===== src/rtl/fp_div_param.sv =====
// Parametrised IEEE-754 divider z = a / b: stb/ack operand and result handshakes,
// bit-serial restoring division, round-to-nearest-even, flush-to-zero, IEEE flags.
module fp_div_param #(
    parameter int EXP_W  = 8,
    parameter int FRAC_W = 23
) (
    input  logic                      clk,
    input  logic                      rst,
    input  logic [EXP_W+FRAC_W:0]     input_a,
    input  logic                      input_a_stb,
    output logic                      input_a_ack,
    input  logic [EXP_W+FRAC_W:0]     input_b,
    input  logic                      input_b_stb,
    output logic                      input_b_ack,
    output logic [EXP_W+FRAC_W:0]     output_z,
    output logic                      output_z_stb,
    input  logic                      output_z_ack,
    output logic [4:0]                output_flags
);

    localparam int W    = 1 + EXP_W + FRAC_W;
    localparam int M_W  = FRAC_W + 1;
    localparam int Q_W  = FRAC_W + 4;
    localparam int E_W  = EXP_W + 2;
    localparam int C_W  = $clog2(Q_W);
    localparam int BIAS = 2**(EXP_W-1) - 1;

    localparam logic signed [E_W-1:0] BIAS_E   = E_W'(BIAS);
    localparam logic signed [E_W-1:0] E_SAT    = E_W'(2**EXP_W - 1);
    localparam logic signed [E_W-1:0] E_ZERO   = '0;
    localparam logic signed [E_W-1:0] E_ONE    = E_W'(1);
    localparam logic [EXP_W-1:0]      EXP_ONES = '1;
    localparam logic [W-1:0]          QNAN     = {1'b0, EXP_ONES, 1'b1, {(FRAC_W-1){1'b0}}};
    localparam logic [C_W-1:0]        CNT_LAST = C_W'(Q_W - 1);
    localparam logic [C_W-1:0]        CNT_ONE  = C_W'(1);

    typedef enum logic [3:0] {
        GET_A, GET_B, UNPACK, SPECIAL, DIVIDE, NORM, ROUND, PACK, PUT_Z
    } state_t;

    state_t                 state;
    logic [W-1:0]           a_reg, b_reg;
    logic                   sa, sb, z_sign;
    logic                   a_zero, b_zero, a_inf, b_inf, a_nan, b_nan, a_snan, b_snan;
    logic [EXP_W-1:0]       ea, eb;
    logic [M_W-1:0]         ma, mb;
    logic signed [E_W-1:0]  e;
    logic [Q_W-1:0]         q;
    logic [M_W:0]           rem;
    logic [C_W-1:0]         cnt;
    logic                   sticky, inexact;
    logic [FRAC_W-1:0]      frac;

    logic [EXP_W-1:0]       a_exp, b_exp;
    logic [FRAC_W-1:0]      a_frac, b_frac;
    assign a_exp  = a_reg[W-2 -: EXP_W];
    assign b_exp  = b_reg[W-2 -: EXP_W];
    assign a_frac = a_reg[FRAC_W-1:0];
    assign b_frac = b_reg[FRAC_W-1:0];

    // One restoring-division step: trial-subtract the divisor from the partial remainder.
    logic          rem_ge;
    logic [M_W:0]  rem_sub;
    always_comb begin
        rem_ge  = rem >= {1'b0, mb};
        rem_sub = rem - {1'b0, mb};
    end

    // Normalised quotient layout: [Q_W-1:3] mantissa, [2] guard, [1] round, [0] folds into sticky.
    logic [M_W-1:0] mant_in;
    logic           g_bit, r_bit, s_bit, inc;
    logic [M_W:0]   mant_sum;
    always_comb begin
        mant_in  = q[Q_W-1:3];
        g_bit    = q[2];
        r_bit    = q[1];
        s_bit    = sticky | q[0];
        inc      = g_bit & (r_bit | s_bit | mant_in[0]);
        mant_sum = {1'b0, mant_in} + {{M_W{1'b0}}, inc};
    end

    // NOTE: only control state and outputs are reset; datapath registers are always
    // loaded before use, so leaving them unreset saves reset fan-out.
    // NOTE: every register in this block is assigned with <= so all updates see pre-edge values.
    always_ff @(posedge clk) begin
        if (rst) begin
            state        <= GET_A;
            input_a_ack  <= 1'b0;
            input_b_ack  <= 1'b0;
            output_z_stb <= 1'b0;
            output_z     <= '0;
            output_flags <= '0;
        end else begin
            case (state)
                GET_A: begin
                    input_a_ack <= 1'b1;
                    if (input_a_ack && input_a_stb) begin
                        a_reg       <= input_a;
                        input_a_ack <= 1'b0;
                        state       <= GET_B;
                    end
                end
                GET_B: begin
                    input_b_ack <= 1'b1;
                    if (input_b_ack && input_b_stb) begin
                        b_reg       <= input_b;
                        input_b_ack <= 1'b0;
                        state       <= UNPACK;
                    end
                end
                UNPACK: begin
                    sa     <= a_reg[W-1];
                    sb     <= b_reg[W-1];
                    ea     <= a_exp;
                    eb     <= b_exp;
                    ma     <= {1'b1, a_frac};
                    mb     <= {1'b1, b_frac};
                    a_zero <= a_exp == '0;
                    b_zero <= b_exp == '0;
                    a_inf  <= (a_exp == EXP_ONES) && (a_frac == '0);
                    b_inf  <= (b_exp == EXP_ONES) && (b_frac == '0);
                    a_nan  <= (a_exp == EXP_ONES) && (a_frac != '0);
                    b_nan  <= (b_exp == EXP_ONES) && (b_frac != '0);
                    a_snan <= (a_exp == EXP_ONES) && (a_frac != '0) && !a_frac[FRAC_W-1];
                    b_snan <= (b_exp == EXP_ONES) && (b_frac != '0) && !b_frac[FRAC_W-1];
                    state  <= SPECIAL;
                end
                SPECIAL: begin
                    z_sign <= sa ^ sb;
                    state  <= PUT_Z;
                    if (a_nan || b_nan) begin
                        output_z     <= QNAN;
                        output_flags <= {a_snan | b_snan, 4'b0000};
                    end else if ((a_zero && b_zero) || (a_inf && b_inf)) begin
                        output_z     <= QNAN;
                        output_flags <= 5'b10000;
                    end else if (b_zero && !a_inf) begin
                        output_z     <= {sa ^ sb, EXP_ONES, {FRAC_W{1'b0}}};
                        output_flags <= 5'b01000;
                    end else if (a_inf) begin
                        output_z     <= {sa ^ sb, EXP_ONES, {FRAC_W{1'b0}}};
                        output_flags <= 5'b00000;
                    end else if (b_inf || a_zero) begin
                        output_z     <= {sa ^ sb, {(W-1){1'b0}}};
                        output_flags <= 5'b00000;
                    end else begin
                        e     <= $signed({2'b00, ea}) - $signed({2'b00, eb}) + BIAS_E;
                        rem   <= {1'b0, ma};
                        q     <= '0;
                        cnt   <= CNT_LAST;
                        state <= DIVIDE;
                    end
                end
                DIVIDE: begin
                    q   <= {q[Q_W-2:0], rem_ge};
                    rem <= rem_ge ? {rem_sub[M_W-1:0], 1'b0} : {rem[M_W-1:0], 1'b0};
                    cnt <= cnt - CNT_ONE;
                    if (cnt == '0)
                        state <= NORM;
                end
                NORM: begin
                    sticky <= rem != '0;
                    if (!q[Q_W-1]) begin
                        q <= {q[Q_W-2:0], 1'b0};
                        e <= e - E_ONE;
                    end
                    state <= ROUND;
                end
                ROUND: begin
                    inexact <= g_bit | r_bit | s_bit;
                    if (mant_sum[M_W]) begin
                        frac <= mant_sum[FRAC_W:1];
                        e    <= e + E_ONE;
                    end else begin
                        frac <= mant_sum[FRAC_W-1:0];
                    end
                    state <= PACK;
                end
                PACK: begin
                    if (e >= E_SAT) begin
                        output_z     <= {z_sign, EXP_ONES, {FRAC_W{1'b0}}};
                        output_flags <= 5'b00101;
                    end else if (e <= E_ZERO) begin
                        output_z     <= {z_sign, {(W-1){1'b0}}};
                        output_flags <= 5'b00011;
                    end else begin
                        output_z     <= {z_sign, e[EXP_W-1:0], frac};
                        output_flags <= {4'b0000, inexact};
                    end
                    state <= PUT_Z;
                end
                PUT_Z: begin
                    output_z_stb <= 1'b1;
                    if (output_z_stb && output_z_ack) begin
                        output_z_stb <= 1'b0;
                        state        <= GET_A;
                    end
                end
                default: state <= GET_A;
            endcase
        end
    end

endmodule


===== config.mk =====
export PLATFORM = sky130hd
export DESIGN_NAME = fp_div_param
export DESIGN_NICKNAME = d
export VERILOG_FILES = /design/src/rtl/fp_div_param.sv
export SDC_FILE = /design/constraint.sdc
export NUM_CORES = 1
export LEC_CHECK = 0
export BUFFER_PORTS_ARGS = -buffer_cell sky130_fd_sc_hd__buf_2
export CAP_MARGIN = 30
export CORE_ASPECT_RATIO = 1.25
export CORE_UTILIZATION = 40
export DETAILED_ROUTE_END_ITERATION = 10
export PLACE_DENSITY_LB_ADDON = 0.05
export SYNTH_ARGS = -nofsm -noshare
export SYNTH_HDL_FRONTEND = slang
export SYNTH_SLANG_ARGS = --single-unit

===== constraint.sdc =====
create_clock -name clk -period 16.5 [get_ports clk]
set_input_delay 3.3 -clock clk [delete_from_list [all_inputs] [get_ports clk]]
set_output_delay 3.3 -clock clk [all_outputs]
set_load 0.05 [all_outputs]

==> impl_summary.txt, run 1 <==
----------------------------------------------------
[Floorplan]
  Core area ... 0.0309 mm²
  Count of pins on the block boundary ... roughly 110
  Placement row count ... 72
  Starting density of the core ... 0.406
  Floorplan die height ... between 150 and 200 µm
  Area of the die ... ~0.032 mm²
  Horizontal extent of the die ... roughly 160 µm

[Critical path]
  Critical path cell sequence ... buf_2 -> or3_1 -> nor3b_2 -> buf_4
  Critical Path Start ... rst
  Kind of start point of the critical path ... input port
  CP required ... 16.66 ns
  Critical path class ... in -> reg
  Slowest CP cell ... sky130_fd_sc_hd__buf_4
  Largest stage delay, worst path ... 0.72 ns
  Crit end category ... flop
  Data arrival time of the critical path ... 5.25 ns
  Peak fanout along the critical path ... around 70
  Source of the worst register-to-register timing path ... state[2]

[Global routing]
  Overflow left after global routing ... 0
  Maximum number of pins on one net before global-route repair ... 73
  First-pass GRT wire length ... around 42000 µm
  Total routing resource utilization after global routing ... 0.166
  Number of global-route vias before repair ... 8003
  Number of antenna violations at the first check in global routing ... 0

[STA]
  Tightest slew margin relative to the limit ... 0.327
  Final setup skew ... between 0.015 and 0.02 ns
  Unrepaired setup endpoints after global routing ... false
  Final setup fails ... 0
  Final cycle utilization of the critical path ... 0.308
  Timing-limited maximum frequency ... 197 MHz
  Final Max Tran Viols ... 0
  Crit path time final ... 5.09 ns
  Smallest setup slack after layout ... roughly 11 ns
  Aggregate negative setup slack ... 0 ns
  Hold Violations, Final ... 0
  Worst Tran Pin Value ... 1.00 ns

[Logic synthesis]
  Predominant post-synthesis flop cell ... sky130_fd_sc_hd__edfxtp_1
  Portion of the post-synthesis area used by sequential elements ... 0.619
  Library cell occupying the most area in the post-synthesis netlist ... sky130_fd_sc_hd__edfxtp_1
  Average instance area after synthesis ... 11.8 µm²
  Number of instances in the synthesized netlist ... 1059
  Post-Synthesis Cell Area ... about 0.013 mm²
  Post-synth EDFFs ... around 230
  Net count of the mapped netlist ... about 1200
  Share of Yosys cell area claimed by the top area cell type ... 0.548
  Proportion of register bits with asynchronous set or reset after synthesis ... 0
  Total number of yosys warnings ... 0
  Number of distinct library cell variants in the gate-level netlist after synthesis ... 62
  Number of flip-flops and latches in the synthesized netlist ... approximately 270
  Largest cells by area after synthesis ... sky130_fd_sc_hd__edfxtp_1, sky130_fd_sc_hd__dfxtp_1, sky130_fd_sc_hd__ha_1

[Clocking]
  Setup Buffers After CTS ... 0
  H-tree Lvls ... 1
  Clock latency of the later-clocked register in the worst-skew pair ... 0.55 ns
  Cts bufs inserted ... 29
  Post-CTS Hold Buffers ... 0
  Clock root cell ... sky130_fd_sc_hd__clkbuf_16
  Number of buffers on the longest clock path ... 3
  Clock tree from TritonCTS ... built
  Clock Pin Slew Worst Setup and Hold Paths ... 0.06 ns
  Total clock sinks ... ~270
  Resized Gates After CTS ... 0

[Drt]
  DRT iter0 DRCs ... roughly 490
  Final Routed Wirelength ... 26100 µm
  DR pass1 iterations ... 4
  Routed len/inst ... about 16 µm
  Via count of the routed design ... between 8000 and 9000
  Residual DRC count ... 0
  Via count normalized by instance count ... around 5
  ANT nets after route ... 0

[Final layout]
  Leading cell type in the layout, fill and taps excluded ... sky130_fd_sc_hd__edfxtp_1
  Fraction of layout cells with a size suffix above 1 ... 0.152
  Post-layout net count ... 1287
  Non-Filler Instances ... around 1600
  Utilization after layout ... 0.469
  Count of antenna diodes in the layout ... 0
  Final Instance Area ... between 0.01 and 0.015 mm²
  Commonest non-fill, non-tap cells in the layout ... sky130_fd_sc_hd__edfxtp_1, sky130_fd_sc_hd__buf_2, sky130_fd_sc_hd__nand2_1, sky130_fd_sc_hd__nor2_1, sky130_fd_sc_hd__a21oi_1
  Layout overhead on the synthesized area ... 15.5%

[Power]
  Max rail drop VDD ... 0.0000787 V
  Pwr Density ... around 120 mW/mm²
  Leak pwr ... between 5 and 6 nW

[Worst hold path]
  Hold Startpoint ... b_reg[31]
  Type of the tightest min-delay check ... reg -> reg

[Placed design]
  Post-place setup slack ... 10.86 ns
  Placed standard-cell area ... roughly 0.014 mm²
  Final weighted congestion in routability-driven placement ... about 0.85
  Number of cells in the design after placement ... around 1500
  Number of input and output port buffers inserted ... approximately 110
  Estimated wirelength of the detail-placed design ... 18900 µm

[Flow run]
  Max_cap viols ... 0

[Run status]
  Result of the run ... finished clean

----------------------------------------------------
## final timing paths
check	end	slack, ns	depth (start not counted)
max	ma[21]	11.41	4
min reg2reg	sb	0.42	0
min	sb	0.42	0
max reg2reg	e[9]	12.53	11
## critical path, delay by kind of cell
family / cells / cell delay, ns
simple gates: 2 / 0.75
buf+inv: 2 / 1.12
## power by group
group | total [W] | switching, W | internal, W
logic | 0.000282 | 0.000175 | 0.000107
registers | 0.000850 | 0.0000383 | 0.000812
clock network | 0.000629 | 0.000260 | 0.000369
total | 0.00176 | 0.000473 | 0.00129
## Yosys cell counts (8+ instances only)
cell,number
sky130_fd_sc_hd__a211oi_1,8
sky130_fd_sc_hd__nand2_1,101
sky130_fd_sc_hd__inv_1,41
sky130_fd_sc_hd__o211ai_1,9
sky130_fd_sc_hd__a21oi_1,57
sky130_fd_sc_hd__o21ai_0,43
sky130_fd_sc_hd__edfxtp_1,229
sky130_fd_sc_hd__dfxtp_1,44
sky130_fd_sc_hd__xor2_1,27
sky130_fd_sc_hd__o21a_1,8
sky130_fd_sc_hd__a22oi_1,23
sky130_fd_sc_hd__nor3_1,26
sky130_fd_sc_hd__a21o_1,15
sky130_fd_sc_hd__mux2i_1,17
sky130_fd_sc_hd__a31oi_1,11
sky130_fd_sc_hd__nand3_1,17
sky130_fd_sc_hd__nand2b_1,9
sky130_fd_sc_hd__ha_1,43
sky130_fd_sc_hd__nor4_1,27
sky130_fd_sc_hd__and2_1,28
sky130_fd_sc_hd__xnor2_1,35
sky130_fd_sc_hd__nor2_1,103
sky130_fd_sc_hd__nor2b_1,14
sky130_fd_sc_hd__clkbuf_1,31
sky130_fd_sc_hd__nand4_1,17
## per-stage QoR
stage          hold slack (ns)  total power, W
2_1_floorplan            0.400         0.00107
3_3_place_gp             0.403         0.00115
3_5_place_dp             0.407         0.00115
4_1_cts                  0.421         0.00179
5_1_grt                  0.424         0.00185
6_report                 0.419         0.00176
## cell type report
type,count,area (µm²)
Clock buffer,40,798
Clock inverter,14,125
Fill cell,2843,16400
Inverter,41,154
Multi-Input combinational cell,707,4490
Sequential cell,273,7760
Tap cell,407,509
Timing Repair Buffer,121,653
## layer usage
| layer | global-route usage | vias up | wire [µm] |
|---|---|---|---|
| met5 | 0 | - | 0 |
| met4 | 0.0607 | 0 | 848 |
| met3 | 0.0213 | 45 | 867 |
| met2 | 0.290 | 148 | 12600 |
| met1 | 0.213 | 3683 | 11800 |
| li1 | - | 4143 | - |
## logic make-up (layout without fill, tap and decap cells)
group / after synthesis / in the layout / share of synthesized area
AND/OR/NAND/NOR: 378 / 378 / 0.147
flip-flops: 273 / 273 / 0.619
AO/OA/AOI/OAI: 202 / 202 / 0.102
buffers and inverters: 79 / 216 / 0.0269
XOR/XNOR: 62 / 62 / 0.0433
adder cells (fa/ha/maj): 46 / 46 / 0.0470
multiplexers: 19 / 19 / 0.0154
Power figures use the tool's default switching activity.
==> inputs of run 2 (changes only) <==
--- a/config.mk
+++ b/config.mk
@@ -5,6 +5,7 @@
 export SDC_FILE = /design/constraint.sdc
 export NUM_CORES = 1
 export LEC_CHECK = 0
+export ABC_AREA = 1
 export BUFFER_PORTS_ARGS = -buffer_cell sky130_fd_sc_hd__buf_2
 export CAP_MARGIN = 30
 export CORE_ASPECT_RATIO = 1.25
==> constraint.sdc (replaced) <==
create_clock -name clk -period 4.4 [get_ports clk]
set_input_delay 0.88 -clock clk [delete_from_list [all_inputs] [get_ports clk]]
set_output_delay 0.88 -clock clk [all_outputs]
set_load 0.05 [all_outputs]
==> impl_summary.txt, run 2 <==
----------------------------------------------------
[Run status]
  Result of the run ... finished clean

[Logic synthesis]
  Proportion of register bits with asynchronous set or reset after synthesis ... 0
  Portion of the post-synthesis area used by sequential elements ... 0.558
  List of most frequent post-synthesis cells ... sky130_fd_sc_hd__nand2_1, sky130_fd_sc_hd__edfxtp_1, sky130_fd_sc_hd__inv_1
  Average instance area after synthesis ... roughly 9.4 µm²
  Number of flip-flops and latches in the synthesized netlist ... 273
  Library cell occupying the most area in the post-synthesis netlist ... sky130_fd_sc_hd__edfxtp_1
  Most common cell in the synthesized netlist ... sky130_fd_sc_hd__nand2_1
  Post-Synthesis Cell Area ... 0.0139 mm²
  Number of instances in the synthesized netlist ... approximately 1500
  Share of Yosys cell area claimed by the top area cell type ... 0.495
  Total number of yosys warnings ... 0
  Net count of the mapped netlist ... 1595
  Largest cells by area after synthesis ... sky130_fd_sc_hd__edfxtp_1, sky130_fd_sc_hd__nand2_1, sky130_fd_sc_hd__dfxtp_1
  Number of distinct library cell variants in the gate-level netlist after synthesis ... 45
  Post-synth EDFFs ... about 230
  Predominant post-synthesis flop cell ... sky130_fd_sc_hd__edfxtp_1

[Critical path]
  Data arrival time of the critical path ... ~3.2 ns
  Peak fanout along the critical path ... 26
  Critical path class ... reg -> reg
  Kind of start point of the critical path ... flop
  Source of the worst register-to-register timing path ... rem[8]
  Destination of the worst register-to-register timing path ... rem[21]
  CP required ... about 4.7 ns
  Number of cell instances on the worst register-to-register path ... 13
  R2R Setup Slk ... about 1.6 ns
  Crit end category ... flop

[Clocking]
  Cts bufs inserted ... 29
  Clock root cell ... sky130_fd_sc_hd__clkbuf_16
  Clock latency of the later-clocked register in the worst-skew pair ... around 0.55 ns
  H-tree Lvls ... 1
  Setup Buffers After CTS ... 0
  Clock tree from TritonCTS ... built
  Clock Pin Slew Worst Setup and Hold Paths ... around 0.07 ns
  Total clock sinks ... 273
  Resized Gates After CTS ... 0
  Post-CTS Hold Buffers ... 0
  Number of buffers on the longest clock path ... 3

[Final layout]
  Commonest non-fill, non-tap cells in the layout ... sky130_fd_sc_hd__nand2_1, sky130_fd_sc_hd__edfxtp_1, sky130_fd_sc_hd__inv_1
  Fraction of layout cells with a size suffix above 1 ... 0.161
  Layout overhead on the synthesized area ... 14.6%
  Post-layout net count ... 1716
  Count of antenna diodes in the layout ... 0
  Leading cell type in the layout, fill and taps excluded ... sky130_fd_sc_hd__nand2_1

[STA]
  Tightest slew margin relative to the limit ... 0.402
  Final setup fails ... 0
  Final setup skew ... between 0.009 and 0.01 ns
  Final worst hold slack ... between 0.4 and 0.5 ns
  Final cycle utilization of the critical path ... 0.646
  Unrepaired setup endpoints after global routing ... false
  Crit path time final ... between 2 and 3 ns
  Final Max Tran Viols ... 0
  Aggregate negative setup slack ... 0 ns
  Timing-limited maximum frequency ... ~350 MHz
  Worst Tran Pin Value ... about 0.9 ns
  Hold Violations, Final ... 0

[Drt]
  Via count normalized by instance count ... just under 5
  Routed len/inst ... 15.7 µm
  Via count of the routed design ... between 10000 and 15000
  DR pass1 iterations ... 5
  ANT nets after route ... 0
  Residual DRC count ... 0
  DRT iter0 DRCs ... about 540
  Final Routed Wirelength ... about 33000 µm

[Power]
  Leak pwr ... 6.92 nW
  Max rail drop VDD ... between 0.0003 and 0.0004 V
  Pwr Density ... between 300 and 400 mW/mm²

[Global routing]
  Maximum number of pins on one net before global-route repair ... 50
  First-pass GRT wire length ... 53400 µm
  Number of antenna violations at the first check in global routing ... 0
  Total routing resource utilization after global routing ... 0.191
  Overflow left after global routing ... 0
  Number of global-route vias before repair ... about 10000

[Floorplan]
  Placement row count ... 75
  Core area ... around 0.034 mm²
  Starting density of the core ... 0.410
  Horizontal extent of the die ... 169 µm
  Count of pins on the block boundary ... between 100 and 150
  Area of the die ... ~0.035 mm²
  Floorplan die height ... 210 µm

[Worst hold path]
  Cells on Worst Hold Path ... 0
  Type of the tightest min-delay check ... reg -> reg
  Endpoint of the worst hold path ... sa
  Hold Startpoint ... a_reg[31]

[Flow run]
  Max_cap viols ... 0

[Placed design]
  Estimated wirelength of the detail-placed design ... about 25000 µm
  Final weighted congestion in routability-driven placement ... between 0.8 and 0.9
  Number of input and output port buffers inserted ... ~110

----------------------------------------------------
[run 2: cell types whose count changed after synthesis, moves of 23 or more]
cell and change:
sky130_fd_sc_hd__a22oi_1 -23, sky130_fd_sc_hd__nand3_1 +88, sky130_fd_sc_hd__clkbuf_1 -24, sky130_fd_sc_hd__nand2_1 +267, sky130_fd_sc_hd__and2_1 -28, sky130_fd_sc_hd__nand4_1 +28, sky130_fd_sc_hd__inv_1 +178
[run 2: layout make-up]
type,count,area (µm²)
sequential,273,7760
clock inverter,18,201
fill,3283,18000
inverter,232,876
multi-input combinational,945,5090
timing repair buffer,121,658
clock buffer,34,764
tap,462,578
[run 2: worst max-delay path by stage]
stage / to / from / cells after the start
after floorplan: b_reg[0] / rst / 4
after global placement: mb[5] / rst / 5
after detailed placement: mb[5] / rst / 5
after CTS: rem[21] / rem[8] / 13
after global routing: rem[21] / rem[2] / 13
final: rem[21] / rem[8] / 13
[run 2: per-layer routing]
layer,part of all wire,vias up,routed length (µm),GRT usage
met5,0,-,0,0
met2,0.46,193,15000,0.314
met1,0.48,4756,15900,0.268
li1,-,5195,-,-
met4,0.017,0,567,0.0492
met3,0.040,41,1310,0.0220
[run 2: metrics by stage]
stage	area, µm²	utilization	cells	worst slack, ns	power, W
2_1_floorplan	13900	-	1481	0.472	0.00335
3_3_place_gp	14900	0.441	2032	1.54	0.00351
3_5_place_dp	15000	0.442	2033	1.50	0.00351
4_1_cts	15900	0.470	2085	1.58	0.00604
5_1_grt	15900	0.470	2085	1.30	0.00620
6_report	15900	0.470	2085	1.56	0.00595
[run 2: cell families after synthesis]
family	count (synthesis)	synth area share
simple gates	728	0.242
flops	273	0.558
buf+inv	263	0.0779
compound gates	150	0.0660
fa+ha+maj	45	0.0416
xor+xnor	22	0.0139
[run 2: report_power, final]
| group | switching [W] | internal, W | leakage [nW] |
|---|---|---|---|
| Clock | 0.00102 | 0.00148 | 0.478 |
| Combinational | 0.000349 | 0.000153 | 4.01 |
| Sequential | 0.0000502 | 0.00290 | 2.43 |
[run 2: critical path: stages, from the launching register on]
cell,delay [ns]
sky130_fd_sc_hd__edfxtp_1,0.41
sky130_fd_sc_hd__ha_1,0.35
sky130_fd_sc_hd__nand2_1,0.14
sky130_fd_sc_hd__inv_1,0.05
sky130_fd_sc_hd__nand2_1,0.06
sky130_fd_sc_hd__nand2_1,0.06
sky130_fd_sc_hd__inv_1,0.06
sky130_fd_sc_hd__nand3_1,0.17
sky130_fd_sc_hd__nand2_2,0.45
sky130_fd_sc_hd__nand3_4,0.38
sky130_fd_sc_hd__nand2_1,0.25
sky130_fd_sc_hd__nand2_1,0.07
sky130_fd_sc_hd__nand2_1,0.06
sky130_fd_sc_hd__nand2_1,0.04
